<file path="config.mk">
export PLATFORM = sky130hd
export DESIGN_NAME = sam_pwm_tx
export DESIGN_NICKNAME = d
export VERILOG_FILES = /design/src/rtl/sam_pwm_tx.sv
export SDC_FILE = /design/constraint.sdc
export NUM_CORES = 1
export LEC_CHECK = 0
export BUFFER_PORTS_ARGS = -buffer_cell sky130_fd_sc_hd__buf_2
export CAP_MARGIN = 20
export CORE_MARGIN = 2
export CORE_UTILIZATION = 61
export CTS_CLUSTER_SIZE = 12
export DETAILED_ROUTE_END_ITERATION = 7
export PLACE_DENSITY = 0.84
export SLEW_MARGIN = 20
export SYNTH_ARGS = -nofsm -noshare
export SYNTH_HDL_FRONTEND = slang
export SYNTH_SLANG_ARGS = --single-unit
</file>
<file path="constraint.sdc">
create_clock -name clk -period 4.4 [get_ports clk]
set_input_delay 0.66 -clock clk [delete_from_list [all_inputs] [get_ports clk]]
set_output_delay 0.66 -clock clk [all_outputs]
set_load 0.005 [all_outputs]
</file>
<file path="src/rtl/sam_pwm_tx.sv">
// SAM decoder transmit stage: shifts a config frame on str with mode=1, then sends message words as PWM symbols.
// Optional build macro SAM_TX_PARITY_EN appends an even-parity symbol after the data symbols.
module sam_pwm_tx #(
   parameter int unsigned DATA_W  = 8,
   parameter int unsigned T_LONG  = 20,
   parameter int unsigned T_SHORT = 10
) (
   input  logic              clk,
   input  logic              reset,
   input  logic              cfg_start,
   input  logic [3:0]        cfg_n,
   input  logic [DATA_W-1:0] cfg_d,
   input  logic [DATA_W-1:0] cfg_caps,
   input  logic              s_valid,
   output logic              s_ready,
   input  logic [DATA_W-1:0] s_data,
   output logic              str,
   output logic              mode,
   output logic              busy,
   output logic              done
);

   localparam int unsigned CFG_W = 4 + 2 * DATA_W;
   localparam int unsigned CC_W  = $clog2(CFG_W);
   localparam int unsigned PH_W  = $clog2(T_LONG + 1);
`ifdef SAM_TX_PARITY_EN
   localparam int unsigned SYM_N = DATA_W + 1;
`else
   localparam int unsigned SYM_N = DATA_W;
`endif
   localparam int unsigned BI_W  = (SYM_N > 1) ? $clog2(SYM_N) : 1;

   typedef enum logic [2:0] {IDLE, CFG, SYM_HI, SYM_LO, STOP} state_t;

   state_t             state;
   logic [CFG_W-1:0]   cfg_sr;
   logic [CC_W-1:0]    cfg_cnt;
   logic [SYM_N-1:0]   sym_sr;
   logic [BI_W-1:0]    bit_idx;
   logic [PH_W-1:0]    ph_cnt;
   logic               rdy;

   // A '1' symbol is long-high/short-low, a '0' symbol short-high/long-low.
   function automatic logic [PH_W-1:0] hi_len(input logic b);
      return b ? PH_W'(T_LONG - 1) : PH_W'(T_SHORT - 1);
   endfunction

   function automatic logic [PH_W-1:0] lo_len(input logic b);
      return b ? PH_W'(T_SHORT - 1) : PH_W'(T_LONG - 1);
   endfunction

   // A pending config request always wins over a data word.
   assign s_ready = rdy & ~cfg_start;

   always_ff @(posedge clk or negedge reset) begin
      if (!reset) begin
         state   <= IDLE;
         cfg_sr  <= '0;
         cfg_cnt <= '0;
         sym_sr  <= '0;
         bit_idx <= '0;
         ph_cnt  <= '0;
         rdy     <= 1'b0;
         str     <= 1'b0;
         mode    <= 1'b0;
         busy    <= 1'b0;
         done    <= 1'b0;
      end else begin
         done <= 1'b0;
         case (state)
            IDLE: begin
               str  <= 1'b0;
               mode <= 1'b0;
               busy <= 1'b0;
               rdy  <= 1'b1;
               if (cfg_start) begin
                  state   <= CFG;
                  mode    <= 1'b1;
                  busy    <= 1'b1;
                  rdy     <= 1'b0;
                  str     <= cfg_n[3];
                  cfg_sr  <= {cfg_n[2:0], cfg_d, cfg_caps, 1'b0};
                  cfg_cnt <= CC_W'(CFG_W - 1);
               end else if (s_valid && rdy) begin
                  state   <= SYM_HI;
                  busy    <= 1'b1;
                  rdy     <= 1'b0;
                  str     <= 1'b1;
`ifdef SAM_TX_PARITY_EN
                  sym_sr  <= {s_data, ^s_data};
`else
                  sym_sr  <= s_data;
`endif
                  bit_idx <= BI_W'(SYM_N - 1);
                  ph_cnt  <= hi_len(s_data[DATA_W-1]);
               end
            end

            CFG: begin
               if (cfg_cnt == '0) begin
                  state <= IDLE;
                  mode  <= 1'b0;
                  str   <= 1'b0;
                  busy  <= 1'b0;
                  done  <= 1'b1;
                  rdy   <= 1'b1;
               end else begin
                  cfg_cnt <= cfg_cnt - CC_W'(1);
                  str     <= cfg_sr[CFG_W-1];
                  cfg_sr  <= cfg_sr << 1;
               end
            end

            SYM_HI: begin
               if (ph_cnt == '0) begin
                  state  <= SYM_LO;
                  str    <= 1'b0;
                  ph_cnt <= lo_len(sym_sr[SYM_N-1]);
               end else begin
                  ph_cnt <= ph_cnt - PH_W'(1);
               end
            end

            SYM_LO: begin
               if (ph_cnt != '0) begin
                  ph_cnt <= ph_cnt - PH_W'(1);
               end else if (bit_idx != '0) begin
                  state   <= SYM_HI;
                  str     <= 1'b1;
                  bit_idx <= bit_idx - BI_W'(1);
                  sym_sr  <= sym_sr << 1;
                  ph_cnt  <= hi_len(sym_sr[SYM_N-2]);
               end else begin
                  state  <= STOP;
                  str    <= 1'b1;
                  ph_cnt <= PH_W'(T_SHORT - 1);
               end
            end

            STOP: begin
               if (ph_cnt == '0) begin
                  state <= IDLE;
                  str   <= 1'b0;
                  busy  <= 1'b0;
                  done  <= 1'b1;
                  rdy   <= 1'b1;
               end else begin
                  ph_cnt <= ph_cnt - PH_W'(1);
               end
            end

            default: begin
               state <= IDLE;
               str   <= 1'b0;
               mode  <= 1'b0;
               busy  <= 1'b0;
               rdy   <= 1'b0;
            end
         endcase
      end
   end

endmodule

</file>
==> Word level (Yosys, flattened, before mapping) <==
Index checks and enable logic that the tools add are counted.
{ "word_totals": {"reg_bits": 49, "input_bits": 32, "out_inout_bits": 5, "word_cells": 106} }
{ "op_classes": {"addsub": 3, "eq_ne": 16, "muxes": 53, "bitwise_logic": 4, "n_reduce_logical": 19} }
{ "ops": {"columns": ["operator", "count"], "rows": [
  ["$mux 5", 11],
  ["$mux 20", 2],
  ["$pmux 20 s2", 1],
  ["$mux 3", 11],
  ["$mux 8", 4],
  ["$ne 2x2->1 const B", 10],
  ["$pmux 5 s4", 1],
  ["$pmux 8 s2", 1],
  ["$pmux 3 s5", 1],
  ["$mux 1", 14],
  ["$pmux 1 s4", 3],
  ["$logic_not 5->1", 2],
  ["$pmux 5 s2", 1],
  ["$reduce_and 5->1", 2],
  ["$sub 5x1->5 const B", 2],
  ["$eq 3x2->1 const B", 2],
  ["$pmux 3 s2", 1],
  ["$reduce_and 3->1", 2],
  ["$reduce_bool 5->1", 1],
  ["$reduce_and 2->1", 2],
  ["$reduce_and 4->1", 1],
  ["$reduce_bool 2->1", 2],
  ["$reduce_bool 4->1", 1],
  ["$reduce_or 2->1", 2],
  ["13 further kinds", 15]
]} }

==> Longest topological paths before layout <==
Gate-level depths: netlist of the first run.
{ "logic_depth": {"depth_word": 4, "depth_mapped": 9, "mapped_depth_nobuf": 6} }

==> Worst setup path before layout of the first run <==
No wires, ideal clock.
{ "synth_timing": {"path_type": "register -> register", "from": "reg ph_cnt[0]", "to": "reg bit_idx[1]", "setup_time_ns": 0.125, "arrival_time_ns": 1.859, "t_required_ns": 4.275, "setup_slack_ns": 2.416, "path_stages_with_launch": 7, "n_path_buf": 0, "synth_period_minus_slack_ns": 1.984, "path_cell_list": "dfrtp_1 inv_1 ha_1 nor4b_4 nand4_4 a21oi_4 mux2_2"} }
{ "synth_between": {"elab_chain_len": 3} }
{ "synth_lines": {"columns": ["element", "line_no", "rtl"], "rows": [
  ["start: declaration", "40", "logic [PH_W-1:0] ph_cnt;"],
  ["start signal: assignment", "95", "ph_cnt <= hi_len(s_data[DATA_W-1]);"],
  ["start signal: assignment", "118", "ph_cnt <= lo_len(sym_sr[SYM_N-1]);"],
  ["start signal: assignment", "120", "ph_cnt <= ph_cnt - PH_W'(1);"],
  ["$reduce_bool 5->1", "125", "if (ph_cnt != '0) begin"],
  ["$ne 2x2->1 (no line)", null, null],
  ["$reduce_and 5->1 (no line)", null, null],
  ["end signal: assignment", "94", "bit_idx <= BI_W'(SYM_N - 1);"],
  ["end signal: assignment", "130", "bit_idx <= bit_idx - BI_W'(1);"],
  ["end: declaration", "39", "logic [BI_W-1:0] bit_idx;"]
]} }
Every way passes these cells.
A chain may end at the register's enable or synchronous reset.

==> Worst setup path after layout of the first run <==
{ "layout_timing": {"from": "reg ph_cnt[0]", "to": "reg sym_sr[6]"} }
{ "layout_between": {"elab_chain_len": 3} }
{ "layout_lines": {"columns": ["element", "line_no", "rtl"], "rows": [
  ["$reduce_bool 5->1", "125", null],
  ["$ne 2x2->1 (no line)", null, null],
  ["$reduce_and 5->1 (no line)", null, null],
  ["end signal: assignment", "92", "sym_sr <= s_data;"],
  ["end signal: assignment", "131", "sym_sr <= sym_sr << 1;"],
  ["end: declaration", "38", "logic [SYM_N-1:0] sym_sr;"]
]} }
Every way passes these cells.

==> results of run 1 <==
[cell families after synthesis]
logic type / after synthesis / share of synthesized area
XOR/XNOR: 3 / 0.0101
AND/OR/NAND/NOR: 77 / 0.165
adder cells (fa/ha/maj): 4 / 0.0192
AO/OA/AOI/OAI: 63 / 0.151
buffers and inverters: 25 / 0.0421
multiplexers: 38 / 0.153
flip-flops: 48 / 0.460
[layout make-up]
type	instances	area [sq um]	share of cell area
clock buffers	5	68.8	0.0234
clock inverters	2	60.1	0.0205
inverters	10	37.5	0.0128
multi-input cells	185	1310	0.445
flip-flops and latches	48	1200	0.409
well taps	50	62.6	0.0213
repair buffers	38	198	0.0673
[layout by cell type, fill, tap and decap left out, types with 2 or more instances in the layout]
cell       synthesis  layout
dfrtp_1           48      48
buf_2             10      35
nand2_1           31      31
o21ai_0           29      29
mux2i_1           23      23
mux2_2            15      15
nor2_1            11      11
inv_1             10      10
a21oi_1           10      10
nor3_1             7       7
nand3_1            5       5
clkbuf_8           0       5
a31oi_1            4       4
ha_1               4       4
nor2b_1            3       3
nand2b_1           3       3
o211ai_1           3       3
xor2_1             3       3
buf_4              1       3
or4b_1             2       2
a22o_1             2       2
a21o_1             2       2
or3_1              2       2
nor3b_1            2       2
bufinv_16          0       2
[where the power goes]
part           switching [W]  internal [W]  leakage, nW
sequential          0.000175      0.000640        0.580
clock               0.000144      0.000224       0.0642
combinational       0.000420      0.000377        0.683
[through the flow]
step,setup WS [ns],cell area [sq um],instances
detailed placement,2.14,2800,331
finish,2.10,2940,338
global route,1.95,2940,338
floorplan,2.42,2610,258
CTS,2.10,2930,338
global placement,2.19,2800,331
[flip-flops by register name (all words and copies together) (netlist names)]
register / count
ph_cnt: 5
sym_sr: 8
cfg_sr: 19
rdy: 1
state: 3
cfg_cnt: 5
busy: 1
str: 1
done: 1
mode: 1
bit_idx: 3
[final timing paths]
| path | from | end | slack [ns] | cells after the start |
|---|---|---|---|---|
| min reg2reg | cfg_sr[11] | cfg_sr[11] | 0.49 | 2 |
| max | ph_cnt[0] | sym_sr[6] | 2.10 | 6 |
| max in group asynchronous | reset | rdy | 3.63 | 1 |
| min in group clk | cfg_sr[11] | cfg_sr[11] | 0.49 | 2 |
| min | reset | cfg_sr[12] | 0.35 | 1 |
| max reg2reg | ph_cnt[0] | sym_sr[6] | 2.10 | 6 |
[worst max-delay path, cell delays in order, from the launching register on]
cell and delay (ns):
dfrtp_1 0.39, inv_1 0.08, ha_1 0.23, nor4b_4 0.54, nand4_4 0.18, a21oi_4 0.37
mux2_2 0.38
[per-layer routing]
layer | global-route usage | part of all wire | up-vias
met3 | 0.0494 | 0.047 | 7
met2 | 0.364 | 0.47 | 47
met1 | 0.318 | 0.47 | 950
met4 | 0.0893 | 0.016 | 0
li1 | - | - | 988
met5 | 0 | 0 | -
==> summary.md, run 1 <==
| Metric | Value |
|---|---|
| Vias per cell | 5.89 |
| Maximum clock rate | 0.435 GHz |
| First-pass GRT wire length | 9050 microns |
| Worst Path Max Fanout | 10 |
| Synth Flop Type | dfrtp_1 |
| Maximum vdd drop | 0.434 mV |
| Status | completed |
| Vias in the first global route | 1972 |
| P_leak | 1.33 nW |
| CTS Buf Count | 5 |
| Setup CP Type | reg2reg |
| Clock latency on the worst-skew pair | 0.31 ns |
| N_diodes | 0 |
| Final Critical Period | 2.30 ns |
| Final period utilization | 0.522 |
| Top cells by area, synth | dfrtp_1, mux2i_1, mux2_2 |
| Hold Buf Count CTS | 0 |
| Worst Tran Pin Value | 0.765 ns |
| #FFs+latches synth | 48 |
| Detail Route Antenna Nets | 0 |
| Initial core utilization | 0.644 |
| Max Cap Viol | 0 |
| Worst-path clk slew | 0.09 ns |
| Horiz. Die Dim | 69.4 microns |
| Cts repair resizes | 0 |
| PD cells | 675 nW/um^2 |
| Wire per inst | 14.9 microns |
| Commonest cells post-synth | dfrtp_1, nand2_1, o21ai_0 |
| Cells after Synth | 258 |
| Worst hold slack | 0.348 ns |
| Post-synth top area cell | dfrtp_1 |
| Syn nets | 294 |
| Setup-failing EPs final | 0 |
| Worst Setup Start Kind | flop |
| PortBufs | 36 |
| Top-count cell post-synth | dfrtp_1 |
| Worst Skew | 0.0101 ns |
| CORE AREA | 4060 sq um |
| Max Slew Vio Count | 0 |
| P&R area growth vs syn | 12.4% |
| WL final | 5020 microns |
| RD Place Congestion | 0.840 |
| First drt pass iteration count | 4 |
| Final core occ | 0.723 |
| Sequential element share of the synthesized area | 0.460 |
| Ys Warns | 0 |
| CTS max path bufs | 2 |
| Nets | 324 |
| Io pins | 37 |
| Initial antenna violation count | 0 |
| Top cell type's share of synthesized area | 0.460 |
| Die footprint | 4820 sq um |
| Min-delay worst type | in2async |
| Final Power | 0.00198 W |
| CP Data Required Time | 4.59 ns |
| Largest net degree at the start of global routing | 49 |
| Vias | 1992 |
| CTS sink count | 48 |
| Detail Placement HPWL | 3510 microns |
| Root Driver | clkbuf_8 |
| TNS Setup | 0 ns |
| CP Capture Type | flop |
| Drt first-iter violations | 119 |
| FFs w/ async S/R, synth | 1.00 |
| CTS H-tree lvls | 2 |
| Mapped cell area | 2610 sq um |
| Setup Fix Bufs, Post-CTS | 0 |
| Number of fill cells | 278 |
| EDFF count, synth | 0 |
| Synth unique cells | 49 |
| Die Height | 69.4 microns |
| Global Route Usage Sum | 0.232 |
| Grt total ovfl | 0 |
| CTS tree | yes |
| Share of layout cells above drive strength 1 | 0.236 |
| Relative slew slack | 0.490 |
| Num rows | 23 |
| Mean area per synthesized cell | 10.1 sq um |
| RSZ-0062 raised after global routing | false |
| DRC viols | 0 |
| Fin. Hold Viols | 0 |
| Critical Path AT | 2.48 ns |
Note: power is estimated with default switching activity, not from simulation.
==> run 2, diff against run 1 <==
Settings changed: CORE_UTILIZATION 61 to 57, PLACE_DENSITY 0.84 to 0.79.
Clock period 4.4 ns to 2.25 ns, I/O delays scaled along.
==> summary.md, run 2 (synthesis gave the netlist of run 1 again) <==
| Metric | Value |
|---|---|
| Worst Skew | 0.00510 ns (-0.00498 ns) |
| Global Route Usage Sum | 0.224 (-0.00831) |
| Detail Route Antenna Nets | 0 (unchanged) |
| Crit path cell chain | inv_1 > ha_1 > or4b_1 > a21o_1 > a21oi_1 > mux2_2 |
| CTS Buf Count | 5 (unchanged) |
| CTS sink count | 48 (unchanged) |
| Slowest stage delay, CP | 0.56 ns (+0.02 ns) |
| Relative slew slack | 0.669 (+0.179) |
| Gr busiest metal | met2 |
| Share of layout cells above drive strength 1 | 0.260 (+0.0239) |
| R2R setup slack | 0.17 ns (-1.93 ns) |
| First-pass GRT wire length | 9110 microns (+0.76%) |
| Final period utilization | 0.923 (+0.401) |
| CORE AREA | 4380 sq um (+8.0%) |
| Most common cell after layout, fill and taps aside | dfrtp_1 |
| Final core occ | 0.687 (-0.0368) |
| RSZ-0062 raised after global routing | false |
| Hold Path Origin | s_data[0] |
| Worst reg2reg path startpoint | cfg_cnt[0] |
| Root Driver | clkbuf_8 |
| Largest net degree at the start of global routing | 40 (-18%) |
| RD Place Congestion | 0.939 (+12%) |
| WL final | 5240 microns (+4.4%) |
| Io pins | 37 (unchanged) |
| Detail Placement HPWL | 3900 microns (+11%) |
| Fin. Hold Viols | 0 (unchanged) |
| Worst Setup Start Kind | flop |
| Sw frac | 0.389 (+0.0156) |
| Initial antenna violation count | 0 (unchanged) |
| Max reg flops | 19 (unchanged) |
| M3 GR Usage | 0.0436 (-0.00582) |
| Most frequent cells in the layout | dfrtp_1, buf_2, nand2_1, o21ai_0, mux2i_1 |
| Initial core utilization | 0.596 (-0.0480) |
| CTS max path bufs | 2 (unchanged) |
| Vias | 2028 (+1.8%) |
| CTS tree | yes |
| PortBufs | 36 (unchanged) |
| Nets | 335 (+3.4%) |
| Seq pwr share | 0.404 (-0.008) |
| Clock latency on the worst-skew pair | 0.30 ns (about the same) |
| Worst Path Max Fanout | 6 (-4) |
| Largest regs | cfg_sr (19), sym_sr (8) |
| Horiz. Die Dim | 71.7 microns (+3.2%) |
| CP max-delay cell | or4b_1 |
| TNS Setup | 0 ns (unchanged) |
| Switching pwr | 0.00149 W (+100%) |
| Hold depth | 3 |
| Worst-path clk slew | 0.09 ns (about the same) |
| Die Height | 71.7 microns (+3.2%) |
| Final Power | 0.00383 W (+93%) |
| N_diodes | 0 (unchanged) |
| Met2 GRT Util | 0.358 (-0.00629) |
| DRC viols | 0 (unchanged) |
| Vias in the first global route | 1995 (+1.2%) |
| First drt pass iteration count | 4 (unchanged) |
| Max Slew Vio Count | 0 (unchanged) |
| Met1 GRT Util | 0.317 (-0.00126) |
| Final Critical Period | 2.08 ns (-0.219 ns) |
| Critical Path AT | 2.26 ns (-0.22 ns) |
| WHS Endpoint | sym_sr[0] |
| Maximum clock rate | 0.481 GHz (+11%) |
| Reg2Reg Depth | 6 (unchanged) |
| CP Data Required Time | 2.43 ns (-2.16 ns) |
| Reg2reg end | rdy |
| Min-delay worst type | in2reg |
| CTS H-tree lvls | 2 (unchanged) |
| P_leak | 1.37 nW (+3.1%) |
| Setup CP Type | reg2reg |
| P_int | 0.00234 W (+88%) |
| Worst Tran Pin Value | 0.496 ns (-0.269 ns) |
| Wire per inst | 14.9 microns (+0.23%) |
| Maximum vdd drop | 0.774 mV (+79%) |
| Largest Register | cfg_sr |
| P&R area growth vs syn | 15.2% |
| Setup-failing EPs final | 0 (unchanged) |
| Combinational share of power | 0.457 (+0.054) |
| Clock power frac | 0.139 (-0.047) |
| Die footprint | 5140 sq um (+6.6%) |
| CP Capture Type | flop |
| Status | completed |
| Grt total ovfl | 0 (unchanged) |
| Drt first-iter violations | 184 (+55%) |
| Vias per cell | 5.76 (-2.2%) |
| Num rows | 24 (+4.3%) |
| PD cells | 1270 nW/um^2 (+88%) |
| Max Cap Viol | 0 (unchanged) |
==> run 2: area by class of cell <==
| class | count | area (sq um) |
|---|---|---|
| Timing Repair Buffer | 49 | 305 |
| Inverter | 10 | 37.5 |
| Fill cell | 345 | 1370 |
| Sequential cell | 48 | 1200 |
| Multi-Input combinational cell | 185 | 1310 |
| Tap cell | 52 | 65.1 |
| Clock buffer | 7 | 86.3 |
| Clock inverter | 1 | 7.51 |
==> run 2: through the flow <==
step	instances	hold slack (ns)	setup WS, ns	cell area, sq um
CTS	352	0.244	0.186	3010
global placement	343	0.243	0.257	2910
global route	352	0.256	0.0714	3010
finish	352	0.249	0.173	3010
floorplan	258	0.0419	0.266	2610
detailed placement	343	0.244	0.211	2910
==> run 2: how the worst max path moves through the flow <==
stage | start | cells past startpoint | to | slack, ns
6_report | cfg_cnt[0] | 6 | rdy | 0.17
3_5_place_dp | cfg_cnt[0] | 6 | rdy | 0.21
4_1_cts | cfg_cnt[0] | 6 | rdy | 0.19
3_3_place_gp | cfg_cnt[0] | 6 | rdy | 0.26
5_1_grt | cfg_cnt[0] | 8 | cfg_sr[8] | 0.07
2_1_floorplan | ph_cnt[0] | 6 | bit_idx[1] | 0.27
==> run 2: timing repair <==
item | CTS | global route
endpoints found under the hold margin | 12 | 0
resized for setup | 0 | 0
setup buffers | 0 | 0
hold buffers | 1 | 0
==> run 2: critical path, delay by kind of cell (launching register included) <==
| kind | cells | cell delay [ns] |
|---|---|---|
| flops | 1 | 0.39 |
| mux | 1 | 0.34 |
| simple gates | 1 | 0.56 |
| compound gates | 2 | 0.39 |
| buf+inv | 1 | 0.09 |
| fa+ha+maj | 1 | 0.19 |
==> run 2: routing by layer <==
layer / vias up / wire, microns / part of all wire
li1: 1009 / - / -
met1: 971 / 2470 / 0.47
met2: 44 / 2510 / 0.48
met3: 4 / 203 / 0.039
met4: 0 / 51 / 0.0097
met5: - / 0 / 0
==> run 2: power groups by stage <==
| stage | sequential (W) | combinational [W] | clock [W] |
|---|---|---|---|
| global route | 0.00160 | 0.00198 | 0.000581 |
| finish | 0.00154 | 0.00175 | 0.000533 |
| floorplan | 0.00146 | 0.00134 | 0 |
| detailed placement | 0.00156 | 0.00175 | 0 |
| CTS | 0.00154 | 0.00176 | 0.000547 |
| global placement | 0.00153 | 0.00170 | 0 |
